==> src/rtl/uart_pkg.sv <==
// Shared definitions for the memory-mapped UART transmitter: register offsets,
// STATUS bit layout and transmit FSM encoding.
package uart_pkg;

  localparam logic [2:0] TxdataOffset = 3'h0;
  localparam logic [2:0] StatusOffset = 3'h4;

  localparam int unsigned StatusBusyBit     = 0;
  localparam int unsigned StatusFullBit     = 1;
  localparam int unsigned StatusEmptyBit    = 2;
  localparam int unsigned StatusOverflowBit = 3;
  localparam int unsigned StatusLevelLsb    = 4;
  localparam int unsigned StatusLevelWidth  = 3;

  typedef enum logic [1:0] {
    StIdle,
    StStart,
    StData,
    StStop
  } tx_state_e;

endpackage

==> src/rtl/sync_fifo.sv <==
// Single-clock FIFO with occupancy count. A push while full is accepted only
// when a pop frees the head slot on the same edge.
module sync_fifo #(
  parameter int unsigned Width = 8,
  parameter int unsigned Depth = 4
) (
  input  logic                     clk,
  input  logic                     resetn,
  input  logic                     push,
  input  logic                     pop,
  input  logic [Width-1:0]         wdata,
  output logic [Width-1:0]         rdata,
  output logic                     full,
  output logic                     empty,
  output logic [$clog2(Depth):0]   level
);

  localparam int unsigned PtrW   = (Depth > 1) ? $clog2(Depth) : 1;
  localparam int unsigned LevelW = $clog2(Depth) + 1;

  logic [Width-1:0]  mem_q [Depth];
  logic [PtrW-1:0]   wr_ptr_q, rd_ptr_q;
  logic [LevelW-1:0] level_q, level_d;
  logic              do_push, do_pop;

  assign full    = (level_q == LevelW'(Depth));
  assign empty   = (level_q == '0);
  assign do_pop  = pop && !empty;
  assign do_push = push && (!full || do_pop);

  always_comb begin
    level_d = level_q;
    unique case ({do_push, do_pop})
      2'b10:   level_d = level_q + 1'b1;
      2'b01:   level_d = level_q - 1'b1;
      default: level_d = level_q;
    endcase
  end

  // Depth is a power of two, so pointers wrap by natural overflow.
  always_ff @(posedge clk or negedge resetn) begin
    if (!resetn) begin
      wr_ptr_q <= '0;
      rd_ptr_q <= '0;
      level_q  <= '0;
    end else begin
      if (do_push) wr_ptr_q <= wr_ptr_q + 1'b1;
      if (do_pop)  rd_ptr_q <= rd_ptr_q + 1'b1;
      level_q <= level_d;
    end
  end

  always_ff @(posedge clk) begin
    if (do_push) mem_q[wr_ptr_q] <= wdata;
  end

  assign rdata = mem_q[rd_ptr_q];
  assign level = level_q;

endmodule

==> src/rtl/uart_tx_mmio.sv <==
// Memory-mapped 8N1 UART transmitter: TXDATA pushes into a FIFO, STATUS reports
// busy/full/empty/sticky overflow/level, and a four-state FSM serialises bytes.
module uart_tx_mmio
  import uart_pkg::*;
#(
  parameter logic [31:0] BASE_ADDR    = 32'h1000_0000,
  parameter int unsigned CLKS_PER_BIT = 16,
  parameter int unsigned FIFO_DEPTH   = 4
) (
  input  logic        clk,
  input  logic        resetn,
  input  logic [31:0] address,
  input  logic [31:0] wdata,
  input  logic        we,
  output logic [31:0] rdata,
  output logic        tx
);

  localparam int unsigned LevelW = $clog2(FIFO_DEPTH) + 1;
  localparam int unsigned BaudW  = (CLKS_PER_BIT > 1) ? $clog2(CLKS_PER_BIT) : 1;
  localparam logic [BaudW-1:0] BaudLast = BaudW'(CLKS_PER_BIT - 1);

  logic win_sel, txdata_sel, status_sel;
  assign win_sel    = (address[31:3] == BASE_ADDR[31:3]);
  assign txdata_sel = win_sel && (address[2] == TxdataOffset[2]);
  assign status_sel = win_sel && (address[2] == StatusOffset[2]);

  logic unused_bits;
  assign unused_bits = ^{address[1:0], wdata[31:8]};

  tx_state_e         state_q, state_d;
  logic [7:0]        shift_q, shift_d;
  logic [2:0]        bit_q, bit_d;
  logic [BaudW-1:0]  baud_q, baud_d;
  logic              tx_q, tx_d;
  logic              overflow_q, overflow_d;

  logic              push, pop, full, empty;
  logic [7:0]        fifo_head;
  logic [LevelW-1:0] level;

  assign push = we && txdata_sel;
  assign pop  = (state_q == StIdle) && !empty;

  sync_fifo #(
    .Width (8),
    .Depth (FIFO_DEPTH)
  ) u_fifo (
    .clk    (clk),
    .resetn (resetn),
    .push   (push),
    .pop    (pop),
    .wdata  (wdata[7:0]),
    .rdata  (fifo_head),
    .full   (full),
    .empty  (empty),
    .level  (level)
  );

  // Set is applied after clear so a simultaneous drop keeps overflow high.
  always_comb begin
    overflow_d = overflow_q;
    if (we && status_sel && wdata[StatusOverflowBit]) overflow_d = 1'b0;
    if (push && full && !pop) overflow_d = 1'b1;
  end

  logic              baud_done;
  logic [BaudW-1:0]  baud_next;
  assign baud_done = (baud_q == BaudLast);
  assign baud_next = baud_done ? '0 : baud_q + 1'b1;

  always_comb begin
    state_d = state_q;
    shift_d = shift_q;
    bit_d   = bit_q;
    baud_d  = baud_q;
    unique case (state_q)
      StIdle: begin
        if (!empty) begin
          shift_d = fifo_head;
          bit_d   = '0;
          baud_d  = '0;
          state_d = StStart;
        end
      end
      StStart: begin
        baud_d = baud_next;
        if (baud_done) state_d = StData;
      end
      StData: begin
        baud_d = baud_next;
        if (baud_done) begin
          shift_d = {1'b0, shift_q[7:1]};
          bit_d   = bit_q + 3'd1;
          if (bit_q == 3'd7) state_d = StStop;
        end
      end
      StStop: begin
        baud_d = baud_next;
        if (baud_done) state_d = StIdle;
      end
      default: state_d = StIdle;
    endcase
  end

  // tx is derived from the next state so the line changes on the same edge
  // as the state register, with no decode glitches reaching the pin.
  always_comb begin
    tx_d = 1'b1;
    unique case (state_d)
      StStart: tx_d = 1'b0;
      StData:  tx_d = shift_d[0];
      default: tx_d = 1'b1;
    endcase
  end

  always_ff @(posedge clk or negedge resetn) begin
    if (!resetn) begin
      state_q    <= StIdle;
      shift_q    <= '0;
      bit_q      <= '0;
      baud_q     <= '0;
      tx_q       <= 1'b1;
      overflow_q <= 1'b0;
    end else begin
      state_q    <= state_d;
      shift_q    <= shift_d;
      bit_q      <= bit_d;
      baud_q     <= baud_d;
      tx_q       <= tx_d;
      overflow_q <= overflow_d;
    end
  end

  logic [StatusLevelWidth-1:0] level_field;
  logic [31:0]                 status_word;
  assign level_field = StatusLevelWidth'(level);

  always_comb begin
    status_word                                       = '0;
    status_word[StatusBusyBit]                        = (state_q != StIdle);
    status_word[StatusFullBit]                        = full;
    status_word[StatusEmptyBit]                       = empty;
    status_word[StatusOverflowBit]                    = overflow_q;
    status_word[StatusLevelLsb +: StatusLevelWidth]   = level_field;
  end

  assign rdata = status_sel ? status_word : 32'h0;
  assign tx    = tx_q;

endmodule

==> config.mk <==
export PLATFORM = sky130hd
export DESIGN_NAME = uart_tx_mmio
export DESIGN_NICKNAME = d
export VERILOG_FILES = /design/src/rtl/uart_pkg.sv /design/src/rtl/sync_fifo.sv /design/src/rtl/uart_tx_mmio.sv
export SDC_FILE = /design/constraint.sdc
export NUM_CORES = 1
export LEC_CHECK = 0
export CAP_MARGIN = 10
export CORE_MARGIN = 2
export CORE_UTILIZATION = 38
export CTS_CLUSTER_SIZE = 20
export DETAILED_ROUTE_END_ITERATION = 8
export DONT_BUFFER_PORTS = 1
export GPL_TIMING_DRIVEN = 0
export SLEW_MARGIN = 20
export SYNTH_ARGS = -nofsm -noshare
export SYNTH_HDL_FRONTEND = slang
export SYNTH_SLANG_ARGS = --single-unit
==> constraint.sdc <==
create_clock -name clk -period 2.58 [get_ports clk]
set_clock_uncertainty 0.15 [all_clocks]
set_input_delay 0.258 -clock clk [delete_from_list [all_inputs] [get_ports clk]]
set_output_delay 0.258 -clock clk [all_outputs]
set_load 0.03 [all_outputs]
# Yosys cells after proc, flatten, opt, wreduce, memory -nomap -nowiden

Memories as Yosys holds them, arrays and structs flattened.
Index checks and enable logic that the tools add are counted.

Memory bits (writable): 32
Output and inout bits: 33
Memories: 1
Register bits: 26

Equality and inequality tests: 13
Bitwise gates (word level): 1
Multiplexer cells: 22
Reductions and logical operators: 22
Add/subtract/negate cells: 6

Memory list:

| name         | words | bits a word | rd ports | clocked after memory_dff | wr ports | RTL line        | RTL |
|---|---|---|---|---|---|---|---|
| u_fifo.mem_q | 4     | 8           | 1        | 0                        | 1        | sync_fifo.sv:21 | `logic [Width-1:0] mem_q [Depth];` |

Operators with widths:

| cell                                            | count |
|---|---|
| == test 29 x 26 -> 1 bit, second input constant | 1 |
| 2-to-1 mux 8 bit                                | 2 |
| case mux 8 bit (2 select lines)                 | 1 |
| case mux 3 bit (2 select lines)                 | 2 |
| logical AND 1 bit                               | 10 |
| 2-to-1 mux 2 bit                                | 5 |
| == test 2 bit, second input constant            | 4 |
| 2-to-1 mux 4 bit                                | 2 |
| case mux 2 bit (4 select lines)                 | 1 |
| case mux 4 bit (2 select lines)                 | 1 |
| nonzero test 2 bit                              | 4 |
| 2-to-1 mux 7 bit                                | 1 |
| adder 3 x 1 -> 3 bit, second input constant     | 2 |
| == test 2 x 1 -> 1 bit, second input constant   | 3 |
| == test 3 bit, second input constant            | 2 |
| 2-to-1 mux 3 bit                                | 2 |
| adder 2 x 1 -> 2 bit, second input constant     | 2 |
| adder 4 x 1 -> 4 bit, second input constant     | 1 |
| == test 4 bit, second input constant            | 1 |
| 2-to-1 mux 1 bit                                | 4 |
| inequality test 2 bit, second input constant    | 2 |
| zero test 1 bit                                 | 3 |
| zero test 3 bit                                 | 1 |
| AND reduction 3 bit                             | 1 |
| 6 further kinds                                 | 6 |

# Logic depth before layout (Yosys ltp)

Depth in word-level cells: 8
Depth in mapped cells: 12
Gate-level depth less buffers: 10

# By module

A second synthesis with hierarchy kept.

Cell total of the unflattened synthesis: 234
Area, all modules: 2977.9 um2

By module, submodules not included:

| module       | area an instance (um2) | cells each | times used |
|---|---|---|---|
| sync_fifo    | 1669.1                 | 94         | 1 |
| uart_tx_mmio | 1308.8                 | 140        | 1 |

# Worst setup path after synthesis

OpenSTA, ideal clock, no wires.

Path kind: register -> register
Start point: register state_q[1]
End point: register u_fifo.level_q[2], in the netlist u_fifo.level[2]
Required time: 2.304 ns
Cell stages (with the launch flop): 13
Path buffers: 2
Arrival time: 2.151 ns
Clock period less this slack: 2.427 ns
Setup slack: 0.153 ns
Cells stage by stage: dfrtp_1 buf_6 or2_1 buf_6 a31o_1 nor4_4 inv_1 ha_1 inv_1 fa_1 xor2_1 nor2_1 xor2_1

Cells in the longest elaborated chain, start to end: 7

Ends and longest elaborated chain:

| what                                                                  | RTL line            | RTL |
|---|---|---|
| start, declared                                                       | uart_tx_mmio.sv:31  | `tx_state_e state_q, state_d;` |
| start signal, assigned                                                | uart_tx_mmio.sv:119 | `state_q <= StIdle;` |
| start signal, assigned                                                | uart_tx_mmio.sv:126 | `state_q <= state_d;` |
| zero test 2 bit (*)                                                   | uart_tx_mmio.sv:43  | `assign pop = (state_q == StIdle) && !empty;` |
| logical AND 1 bit (*)                                                 | uart_tx_mmio.sv:43  |  |
| logical AND 1 bit (*)                                                 | sync_fifo.sv:28     | `assign do_pop = pop && !empty;` |
| logical OR 1 bit                                                      | sync_fifo.sv:29     | `assign do_push = push && (!full \|\| do_pop);` |
| logical AND 1 bit                                                     | sync_fifo.sv:29     |  |
| == test 2 x 1 -> 1 bit or == test 2 bit (tied branches)               | sync_fifo.sv:33     | `unique case ({do_push, do_pop})` |
| case mux 3 bit (2 select lines) or nonzero test 2 bit (tied branches) | -                   |  |
| end signal, assigned                                                  | sync_fifo.sv:49     | `level_q <= level_d;` |
| end, declared                                                         | sync_fifo.sv:23     | `logic [LevelW-1:0] level_q, level_d;` |

Mark *: on every way between the ends. The rest lies on a longest branch, timed or not.
A chain may end at the register's enable or synchronous reset.

# Final worst setup path

Same ends and word-level chain as after synthesis.

==> impl_results.md <==
* GRT overflow at 0
* Num ports at 100
* Vias at 1,707
* Non-filler cells, final at 362
* Crit Path Class: reg2reg
* Post-DR wirelength/cell at 13.1 um
* Leakage power at 1.46 nW
* Nets at 335
* Number of flops mapped to enable cells by yosys at 32
* Post-layout minimum cycle time at 2350 ps
* CP Data Required Time at 2640 ps
* Row cnt at 31
* Startpoint Class: register
* PortBufs at 0
* Share of the synthesized area in the top cell type at 33.6%
* N_diodes at 0
* Worst-path clk slew at 60 ps
* Hold crit path type: in2reg
* Fin. Hold Viols at 0
* Total negative slack at 0 ps
* Area leader, netlist: edfxtp_1
* Die area at 8230 sq um
* Crit path DAT at 2410 ps
* Setup WS post-layout at 229 ps
* Remaining routing DRC violations at 0
* DRT Pass-1 Iters at 4
* Drt total wl at 4.76 mm
* Vias per cell at 4.72
* Critical Path End Type: register
* DIE HEIGHT at 90.7 um
* Sequential fraction of the synthesis area at 56.4%
* Clk sinks at 58
* RSZ-0062 raised after global routing: false
* Pins over their slew limit at 0
* Commonest cells post-synth: edfxtp_1 (32), buf_4 (25), dfrtp_1 (25)
* Power per Cell Area at 558 nW/um^2
* Fill cells at 672
* Max-cap violations at 0
* Reg2reg setup slack at 230 ps
* Total core area at 7250 sq um
* Vias in the first global route at 1,553
* CTS root buf: clkbuf_8
* Synth cell types at 47
* Die X at 90.7 um
* All-Layer GR Usage at 12.4%
* Post-synth ARST share at 44.8%
* Synth area leaders: edfxtp_1 (34%), dfrtp_1 (22%), buf_4 (6.6%)
* Initial antenna violation count at 0
* F_max at 425 MHz
* Yosys warning total at 0
* Multi-input gate area at 1110 sq um
* Syn avg cell area at 13.5 sq um
* Clock Tree Buf Depth at 2
* Status: finished, final reports clean
* RePlAce Congestion at 0.707
* Reg area at 1610 sq um
* Period utilization at 91.1%
* # setup viols final at 0
* Largest net degree at the start of global routing at 27
* Main synth FF type: edfxtp_1
* First-pass GRT wire length at 7.73 mm
* DP Worst Slack at -119 ps
* Fin area at 3430 sq um
* Cells after DPL at 334
* Worst relative slew slack at 48.2%
* Initial Util at 39.4%
* Cell count after synthesis at 211
* Antenna violation net count after detailed routing at 0
* Cts bufs inserted at 9
* Worst-skew pair later-pin latency at 330 ps
* Cell Area, Synth at 2860 sq um
* Measured slew at the worst slew-check pin at 770 ps
* Most common cell in the netlist: edfxtp_1
* CP Max Fanout at 10
* Maximum vdd drop at 0.000428 V
* Fraction of layout cells with a size suffix above 1 at 27.4%
* H-tree levels at 3
* Area Growth Syn to Fin at 20.0%
* Final core utilization at 47.3%
* CTS tree: done
* Seq cells post-synth at 58
* DR iter-0 viols at 64
* DP HPWL at 3.31 mm
* Cell Area, Placed at 3100 sq um
## metrics by stage
stage               hold slack, ps  power, mW
global route                  83.9       2.00
global placement              -187       1.12
floorplan                     -188       1.12
finish                        44.9       1.91
detailed placement            -187       1.12
CTS                           38.7       1.94
## cells by family (layout without fill, tap and decap cells)
kind of cell               count (synthesis)  in the layout  share of synthesized area (%)
muxes                                     14             14                           8.66
xor gates and xnor gates                   7              7                           2.14
AOI/OAI and AO/OA                         28             28                           7.18
other                                      1             25                          0.131
buffers and inverters                     39             67                           9.06
adders and majority gates                  9              9                           4.20
and+or+nand+nor                           55             55                           12.2
DFF                                       58             58                           56.4
## layout make-up
type | count | area share [%]
sequential | 58 | 47.0
multi-input combinational | 138 | 32.4
buffer | 31 | 6.64
timing repair buffer | 14 | 4.16
clock buffer | 10 | 3.72
tap | 99 | 3.61
clock inverter | 5 | 1.64
inverter | 7 | 0.766
## critical path: stages (launching register included)
cell and delay [ps]:
dfrtp_1 370, buf_6 140, or2_1 230, buf_6 130
a31o_1 240, nor4_4 150, inv_1 70, ha_2 180
inv_1 60, fa_1 170, xor2_1 140, nor2_1 60
xor2_1 130
## layout by cell type, fill, tap and decap left out, types with 2 or more instances in the layout
cell	instances
a21o_1	9
a22o_1	7
and2_1	6
and3_1	4
and3b_1	2
buf_2	2
buf_4	28
buf_6	2
clkbuf_1	2
clkbuf_8	9
clkinv_2	2
conb_1	25
dfrtp_1	25
dlygate4sd3_1	10
edfxtp_1	32
ha_1	7
inv_1	6
mux2_2	2
mux2i_1	3
mux4_2	8
nand2_1	10
nand3_1	3
nor2_1	5
nor4_1	5
nor4_2	7
o21ai_0	6
or3_1	2
xnor2_1	5
xor2_1	2
## metal layers
layer	vias up	part of all wire, %	GRT usage (%)
li1	828	-	-
met1	831	45	14.7
met2	39	49	20.1
met3	9	5.2	5.34
met4	0	1.4	4.23
met5	-	0	0
## state kept, by name, indices dropped and copies added, names as in the netlist
| register | cells |
|---|---|
| u_fifo.mem_q | 32 |
| shift_q | 8 |
| baud_q | 4 |
| bit_q | 3 |
| u_fifo.level | 3 |
| state_q | 2 |
| u_fifo.rd_ptr_q | 2 |
| u_fifo.wr_ptr_q | 2 |
| overflow_q | 1 |
| tx | 1 |
## power breakdown
| part | internal [mW] | switching [mW] |
|---|---|---|
| clock network | 0.438 | 0.340 |
| logic | 0.0539 | 0.0776 |
| registers | 0.993 | 0.00929 |
## path summary, 6_finish.rpt
| path | cells past startpoint | end | startpoint |
|---|---|---|---|
| worst max-delay path | 12 | u_fifo.level[2]$_DFFE_PN0P_ | state_q[1]$_DFF_PN0_ |
| worst min-delay path | 3 | overflow_q$_DFFE_PN0P_ | we |
| worst max register to register | 12 | u_fifo.level[2]$_DFFE_PN0P_ | state_q[1]$_DFF_PN0_ |
| worst min register to register | 1 | shift_q[5]$_DFFE_PN0P_ | shift_q[5]$_DFFE_PN0P_ |
| max in group asynchronous | 2 | tx$_DFF_PN1_ | resetn |
| min in group asynchronous | 2 | baud_q[3]$_DFFE_PN0P_ | resetn |
## timing repair
action / 4_1_cts / 5_1_grt
gates cloned: 0 / 0
hold endpoints to repair: 59 / 0
endpoints found under the setup margin: 2 / 2
pin swaps: 1 / 1
hold buffers: 11 / 0
buffers inserted: 3 / 0
gates resized for setup: 2 / 1
No activity file was read; power rests on OpenSTA's default activity.
